[src/rtl/fft_pkg.sv]
// Shared constants and twiddle-address helper for the radix-2 8-point FFT butterfly stage.
package fft_pkg;
  localparam int DATA_W       = 16;
  localparam int TW_W         = 8;
  localparam int TW_FRAC      = 7;
  localparam int FFT_N        = 8;
  localparam int N_STAGES     = 3;
  localparam int BF_PER_STAGE = FFT_N / 2;

  typedef logic [1:0] stage_t;
  typedef logic [1:0] bf_cnt_t;

  localparam stage_t  LAST_STAGE = stage_t'(N_STAGES - 1);
  localparam bf_cnt_t LAST_BF    = bf_cnt_t'(BF_PER_STAGE - 1);

  // Twiddle index = (j mod 2^stage) << (2 - stage), within a quarter-circle table.
  function automatic logic [2:0] tw_addr_f(input stage_t stg, input bf_cnt_t j);
    logic [2:0] addr;
    case (stg)
      2'd0:    addr = 3'd0;
      2'd1:    addr = {1'b0, j[0], 1'b0};
      2'd2:    addr = {1'b0, j};
      default: addr = 3'd0;
    endcase
    return addr;
  endfunction
endpackage

[src/rtl/fft_cmul.sv]
// Combinational complex multiply b*w with Q1.7 twiddle, round-half-up and saturation to DATA_W.
module fft_cmul #(
  parameter int DATA_W = fft_pkg::DATA_W,
  parameter int TW_W   = fft_pkg::TW_W
) (
  input  logic signed [DATA_W-1:0] b_re_i,
  input  logic signed [DATA_W-1:0] b_im_i,
  input  logic signed [TW_W-1:0]   w_re_i,
  input  logic signed [TW_W-1:0]   w_im_i,
  output logic signed [DATA_W-1:0] t_re_o,
  output logic signed [DATA_W-1:0] t_im_o
);
  import fft_pkg::*;

  localparam int PROD_W = DATA_W + TW_W;
  localparam int ACC_W  = PROD_W + 1;
  localparam logic signed [ACC_W-1:0] RND = {{(ACC_W-1){1'b0}}, 1'b1} << (TW_FRAC - 1);

  // Clamp when the bits above the result sign are not a pure sign extension.
  function automatic logic signed [DATA_W-1:0] sat_f(input logic signed [ACC_W-1:0] x);
    logic signed [DATA_W-1:0] r;
    if ((&x[ACC_W-1:DATA_W-1]) || !(|x[ACC_W-1:DATA_W-1])) begin
      r = x[DATA_W-1:0];
    end else if (x[ACC_W-1]) begin
      r = {1'b1, {(DATA_W-1){1'b0}}};
    end else begin
      r = {1'b0, {(DATA_W-1){1'b1}}};
    end
    return r;
  endfunction

  logic signed [PROD_W-1:0] p_rr_s, p_ii_s, p_ri_s, p_ir_s;
  logic signed [ACC_W-1:0]  acc_re_s, acc_im_s, shr_re_s, shr_im_s;

  assign p_rr_s   = PROD_W'(b_re_i) * PROD_W'(w_re_i);
  assign p_ii_s   = PROD_W'(b_im_i) * PROD_W'(w_im_i);
  assign p_ri_s   = PROD_W'(b_re_i) * PROD_W'(w_im_i);
  assign p_ir_s   = PROD_W'(b_im_i) * PROD_W'(w_re_i);
  assign acc_re_s = ACC_W'(p_rr_s) - ACC_W'(p_ii_s) + RND;
  assign acc_im_s = ACC_W'(p_ri_s) + ACC_W'(p_ir_s) + RND;
  assign shr_re_s = acc_re_s >>> TW_FRAC;
  assign shr_im_s = acc_im_s >>> TW_FRAC;
  assign t_re_o   = sat_f(shr_re_s);
  assign t_im_o   = sat_f(shr_im_s);
endmodule

[src/rtl/fft_butterfly_stage.sv]
// Pipelined radix-2 DIT butterfly (capture, complex multiply, add/sub) with stage/twiddle
// sequencing for an 8-point frame and a single global stall enable.
module fft_butterfly_stage #(
  parameter int DATA_W = fft_pkg::DATA_W,
  parameter int TW_W   = fft_pkg::TW_W
) (
  input  logic                     clk,
  input  logic                     rst,
  input  logic signed [DATA_W-1:0] a_re,
  input  logic signed [DATA_W-1:0] a_im,
  input  logic signed [DATA_W-1:0] b_re,
  input  logic signed [DATA_W-1:0] b_im,
  input  logic                     in_valid,
  output logic                     in_ready,
  output logic [2:0]               tw_addr,
  input  logic [2*TW_W-1:0]        twiddle,
  output logic signed [DATA_W-1:0] y0_re,
  output logic signed [DATA_W-1:0] y0_im,
  output logic signed [DATA_W-1:0] y1_re,
  output logic signed [DATA_W-1:0] y1_im,
  output logic                     out_valid,
  input  logic                     out_ready,
  output logic [1:0]               stage,
  output logic                     frame_done
);
  import fft_pkg::*;

  logic    en_s, acc_s;
  bf_cnt_t bf_cnt_q, bf_cnt_d;
  stage_t  stage_q, stage_d;
  logic    frame_done_q, frame_done_d;
  logic    v1_q, v2_q, out_valid_q;

  logic signed [DATA_W-1:0] a1_re_q, a1_im_q, b1_re_q, b1_im_q;
  logic signed [TW_W-1:0]   w1_re_q, w1_im_q;
  logic signed [DATA_W-1:0] a2_re_q, a2_im_q, t2_re_q, t2_im_q;
  logic signed [DATA_W-1:0] t_re_s, t_im_s;
  logic signed [DATA_W:0]   s0_re_s, s0_im_s, s1_re_s, s1_im_s;
  logic signed [DATA_W-1:0] y0_re_q, y0_im_q, y1_re_q, y1_im_q;
  logic signed [DATA_W-1:0] y0_re_d, y0_im_d, y1_re_d, y1_im_d;

  fft_cmul #(.DATA_W(DATA_W), .TW_W(TW_W)) u_cmul (
    .b_re_i (b1_re_q),
    .b_im_i (b1_im_q),
    .w_re_i (w1_re_q),
    .w_im_i (w1_im_q),
    .t_re_o (t_re_s),
    .t_im_o (t_im_s)
  );

  // Handshake, frame sequencing and the halving add/sub stage.
  always_comb begin
    en_s         = !out_valid_q || out_ready;
    acc_s        = in_valid && en_s && !rst;
    bf_cnt_d     = bf_cnt_q;
    stage_d      = stage_q;
    frame_done_d = 1'b0;
    if (acc_s) begin
      bf_cnt_d = bf_cnt_q + 2'd1;
      if (bf_cnt_q == LAST_BF) begin
        if (stage_q == LAST_STAGE) begin
          stage_d      = 2'd0;
          frame_done_d = 1'b1;
        end else begin
          stage_d = stage_q + 2'd1;
        end
      end else begin
        stage_d = stage_q;
      end
    end else begin
      bf_cnt_d = bf_cnt_q;
    end
    s0_re_s = {a2_re_q[DATA_W-1], a2_re_q} + {t2_re_q[DATA_W-1], t2_re_q};
    s0_im_s = {a2_im_q[DATA_W-1], a2_im_q} + {t2_im_q[DATA_W-1], t2_im_q};
    s1_re_s = {a2_re_q[DATA_W-1], a2_re_q} - {t2_re_q[DATA_W-1], t2_re_q};
    s1_im_s = {a2_im_q[DATA_W-1], a2_im_q} - {t2_im_q[DATA_W-1], t2_im_q};
    y0_re_d = s0_re_s[DATA_W:1];
    y0_im_d = s0_im_s[DATA_W:1];
    y1_re_d = s1_re_s[DATA_W:1];
    y1_im_d = s1_im_s[DATA_W:1];
  end

  // Counters advance per accepted butterfly; the whole pipeline moves only when en_s is high.
  always_ff @(posedge clk) begin
    if (rst) begin
      bf_cnt_q     <= 2'd0;
      stage_q      <= 2'd0;
      frame_done_q <= 1'b0;
      v1_q         <= 1'b0;
      v2_q         <= 1'b0;
      out_valid_q  <= 1'b0;
      a1_re_q      <= '0;
      a1_im_q      <= '0;
      b1_re_q      <= '0;
      b1_im_q      <= '0;
      w1_re_q      <= '0;
      w1_im_q      <= '0;
      a2_re_q      <= '0;
      a2_im_q      <= '0;
      t2_re_q      <= '0;
      t2_im_q      <= '0;
      y0_re_q      <= '0;
      y0_im_q      <= '0;
      y1_re_q      <= '0;
      y1_im_q      <= '0;
    end else begin
      bf_cnt_q     <= bf_cnt_d;
      stage_q      <= stage_d;
      frame_done_q <= frame_done_d;
      if (en_s) begin
        v1_q        <= acc_s;
        a1_re_q     <= a_re;
        a1_im_q     <= a_im;
        b1_re_q     <= b_re;
        b1_im_q     <= b_im;
        w1_re_q     <= twiddle[2*TW_W-1:TW_W];
        w1_im_q     <= twiddle[TW_W-1:0];
        v2_q        <= v1_q;
        a2_re_q     <= a1_re_q;
        a2_im_q     <= a1_im_q;
        t2_re_q     <= t_re_s;
        t2_im_q     <= t_im_s;
        out_valid_q <= v2_q;
        y0_re_q     <= y0_re_d;
        y0_im_q     <= y0_im_d;
        y1_re_q     <= y1_re_d;
        y1_im_q     <= y1_im_d;
      end
    end
  end

  assign in_ready   = en_s;
  assign tw_addr    = tw_addr_f(stage_q, bf_cnt_q);
  assign stage      = stage_q;
  assign frame_done = frame_done_q;
  assign out_valid  = out_valid_q;
  assign y0_re      = y0_re_q;
  assign y0_im      = y0_im_q;
  assign y1_re      = y1_re_q;
  assign y1_im      = y1_im_q;
endmodule

[config.mk]
export PLATFORM = sky130hd
export DESIGN_NAME = fft_butterfly_stage
export DESIGN_NICKNAME = d
export VERILOG_FILES = /design/src/rtl/fft_pkg.sv /design/src/rtl/fft_cmul.sv /design/src/rtl/fft_butterfly_stage.sv
export SDC_FILE = /design/constraint.sdc
export NUM_CORES = 2
export LEC_CHECK = 0
export CAP_MARGIN = 10
export CORE_MARGIN = 2
export CORE_UTILIZATION = 25
export DETAILED_ROUTE_END_ITERATION = 8
export GPL_TIMING_DRIVEN = 0
export PLACE_DENSITY = 0.38
export SYNTH_ARGS = -nofsm -noshare
export SYNTH_HDL_FRONTEND = slang
export SYNTH_SLANG_ARGS = --single-unit
[constraint.sdc]
create_clock -name clk -period 6.9 [get_ports clk]
set_input_delay 1.38 -clock clk [delete_from_list [all_inputs] [get_ports clk]]
set_output_delay 1.38 -clock clk [all_outputs]
set_load 0.01 [all_outputs]
==> impl_results.md <==
* Storage cell area at 4430 um2
* Max incr delay on CP at 530 ps
* Post-route ant nets at 0
* Critical path cell sequence: buf_4 -> and2_1 -> fa_1 -> inv_1 -> fa_1 -> fa_1 -> inv_1 -> fa_1 -> fa_1 -> inv_1 -> fa_1 -> inv_1 -> ha_1 -> a211o_1 -> or3_1 -> o22a_1 -> o211a_1 -> o21a_2 -> a21oi_2 -> o21ai_1 -> xor2_2 -> a211oi_1
* Post-synthesis sequential area ratio at 15.2%
* Min cycle time layout at 6700 ps
* P&R area growth vs syn at 17.8%
* Kind of start point of the critical path: flip-flop
* Reg-to-Reg Start: w1_re_q[5]
* Critical Path RT at 7360 ps
* H-tree levels at 1
* Vias at 21900
* Wire length per cell at 20.5 um
* Clock network latency to the later pin of the worst-skew pair at 610 ps
* Vias in the first global route at 22800
* Cell area power density at 375 nW/um2
* Final period utilization at 97.0%
* R2r endpoint: t2_re_q[15]
* R2r setup slk at 200 ps
* Gr ovfl total at 0
* Maximum vdd drop at 0.000374 V
* Leak at 15.3 nW
* Clock Path Buffers at 3
* Area after DPL at 31800 um2
* Critical path class: flip-flop to flip-flop
* Hold/Removal Path Class: flip-flop to flip-flop
* Port bufs at 153
* CORE AREA at 112000 um2
* Top_reg_cell synth: dfxtp_1
* #FFs+latches synth at 216
* Worst reg-to-reg path cell count at 22
* Top area cells in the synthesized netlist: fa_1, dfxtp_1, ha_1
* Worst Max-Slew Pin Slew at 1390 ps
* Layout fillers at 12100
* Area of the multi-input gates at 21100 um2
* GPL Wtd Cong at 0.886
* Hold_buf cts at 0
* CP most frequent cell: fa_1
* Gr usage total at 17.8%
* Synth warnings at 0
* TritonCTS clock tree: done
* First-pass GRT wire length at 152000 um
* Die height at 341 um
* Nature of the critical path endpoint: flip-flop
* Max Slew Vio Count at 0
* Share of layout cells above drive strength 1 at 6.34%
* Cells after Synth at 3286
* Mapped Area at 28400 um2
* Die area at 116000 um2
* Avg Cell Area, Syn at 8.64 um2
* Crit path max fanout at 10
* Max-cap violations at 0
* Nets at 4277
* Final instance area at 33400 um2
* Row Count at 123
* Synth top area share at 35.7%
* Starting Density at 25.2%
* Status: finished, final reports clean
* Synth area leader: fa_1
* Cell variety after synth at 75
* Critical Path AT at 7150 ps
* I/O pin cnt at 156
* Die Width at 341 um
* Largest net degree at the start of global routing at 15
* Final setup fails at 0
* Post-synth EDFFs at 0
* Max stage delay cell, worst path: fa_1
* Hold Slack at 446 ps
* TritonCTS Sinks at 216
* Relative slew margins at 7.58%
* Clk_skew at 13.6 ps
* Final hold violation count at 0
* Clk slew on worst S/H paths at 60 ps
* Final wirelength at 102000 um
* WHS Path Cells at 2
* Hold path endpoint: a2_im_q[10]
* Commonest non-fill, non-tap cell in the layout: inv_1
* Antenna violations before repair at 13
* Hold_sp: a1_im_q[10]
* Via density at 4.37
* Most frequent cells in the layout: inv_1, nand2_1, fa_1
* CTS Buf Count at 30
* DRT Pass-1 Iters at 6
* Ys async rst share at 0%
* Iter 0 DRT Violations at 1260
* Syn Nets at 4083
* Clock root buffer: clkbuf_16
* Fmax at 149 MHz
* Post-DP HPWL at 85600 um
* # DRC at 0
-- per-layer routing --
| layer | up-vias | routed length, um | global-route usage (%) |
|---|---|---|---|
| met5 | - | 46 | 0 |
| met4 | 6 | 2160 | 3.85 |
| met3 | 96 | 6090 | 3.21 |
| met2 | 528 | 46800 | 28.7 |
| met1 | 10800 | 47300 | 24.8 |
| li1 | 10400 | - | - |
-- timing repair --
| item | in CTS | in global routing |
|---|---|---|
| buffers inserted | 0 | 9 |
| endpoints found under the hold margin | 0 | 0 |
| pin swaps | 0 | 4 |
| setup endpoints to repair | 32 | 32 |
| resized for setup | 176 | 110 |
-- logic make-up after synthesis --
group	Yosys count	share of synthesized area [%]
buffers and inverters	819	10.9
AOI/OAI and AO/OA	401	9.10
other	1	0.0132
xor gates and xnor gates	99	3.08
and+or+nand+nor	1032	16.7
DFF	216	15.2
adders and majority gates	713	44.8
muxes	5	0.181
-- Yosys cell counts, types with 32 or more instances --
cell type and number:
and2_1 222, nand2_1 528, xnor2_1 79, nor2_1 150
fa_1 506, ha_1 207, clkbuf_1 154, dfxtp_1 216
nand2b_1 32, a211oi_1 33, inv_1 650, a21oi_1 187
-- critical path: cells and delay by family, from the launching register on --
family / cells / cell delay (ps)
compound gates: 7 / 1400
buf+inv: 5 / 400
fa+ha+maj: 7 / 3300
simple gates: 2 / 530
xor+xnor: 1 / 490
flops: 1 / 400
-- through the flow --
step / setup WS (ps) / TNS [ps] / utilization (%) / instances / total power, mW
final: 204 / 0 / 29.7 / 5005 / 12.5
after global routing: -0.0497 / -0.0497 / 29.7 / 5001 / 13.8
after CTS: 5.32 / 0 / 29.5 / 4992 / 12.4
after detailed placement: -1080 / -28920 / 28.3 / 4939 / 10.6
after global placement: -1040 / -28900 / 28.3 / 4939 / 10.7
after floorplan: 600 / 0 / - / 3286 / 7.67
-- layout make-up --
type	instances	share of cell area (%)
Buffer	166	2.89
Clock buffer	38	2.52
Timing Repair Buffer	162	4.78
Tap cell	1500	5.61
Clock inverter	15	0.524
Inverter	653	7.34
Antenna cell	4	0.0299
Multi-Input combinational cell	2251	63.1
Sequential cell	216	13.2
-- worst max-delay path by stage --
stage,startpoint,end,slack (ps),cells after the start
2_1_floorplan,b1_im_q[15],t2_im_q[0],600,21
3_3_place_gp,b1_re_q[6],t2_im_q[12],-1040,20
3_5_place_dp,b1_re_q[6],t2_im_q[11],-1080,20
4_1_cts,w1_im_q[7],t2_im_q[1],5,22
5_1_grt,w1_im_q[6],t2_im_q[12],-0.05,22
6_report,w1_re_q[5],t2_re_q[15],200,22
-- power breakdown --
part / switching, mW / internal (mW) / leakage [nW] / total (mW)
sequential: 0.280 / 1.59 / 1.81 / 1.87
clock: 0.653 / 0.970 / 0.496 / 1.62
combinational: 5.33 / 3.71 / 13.0 / 9.04
No activity file was read; power rests on OpenSTA's default activity.
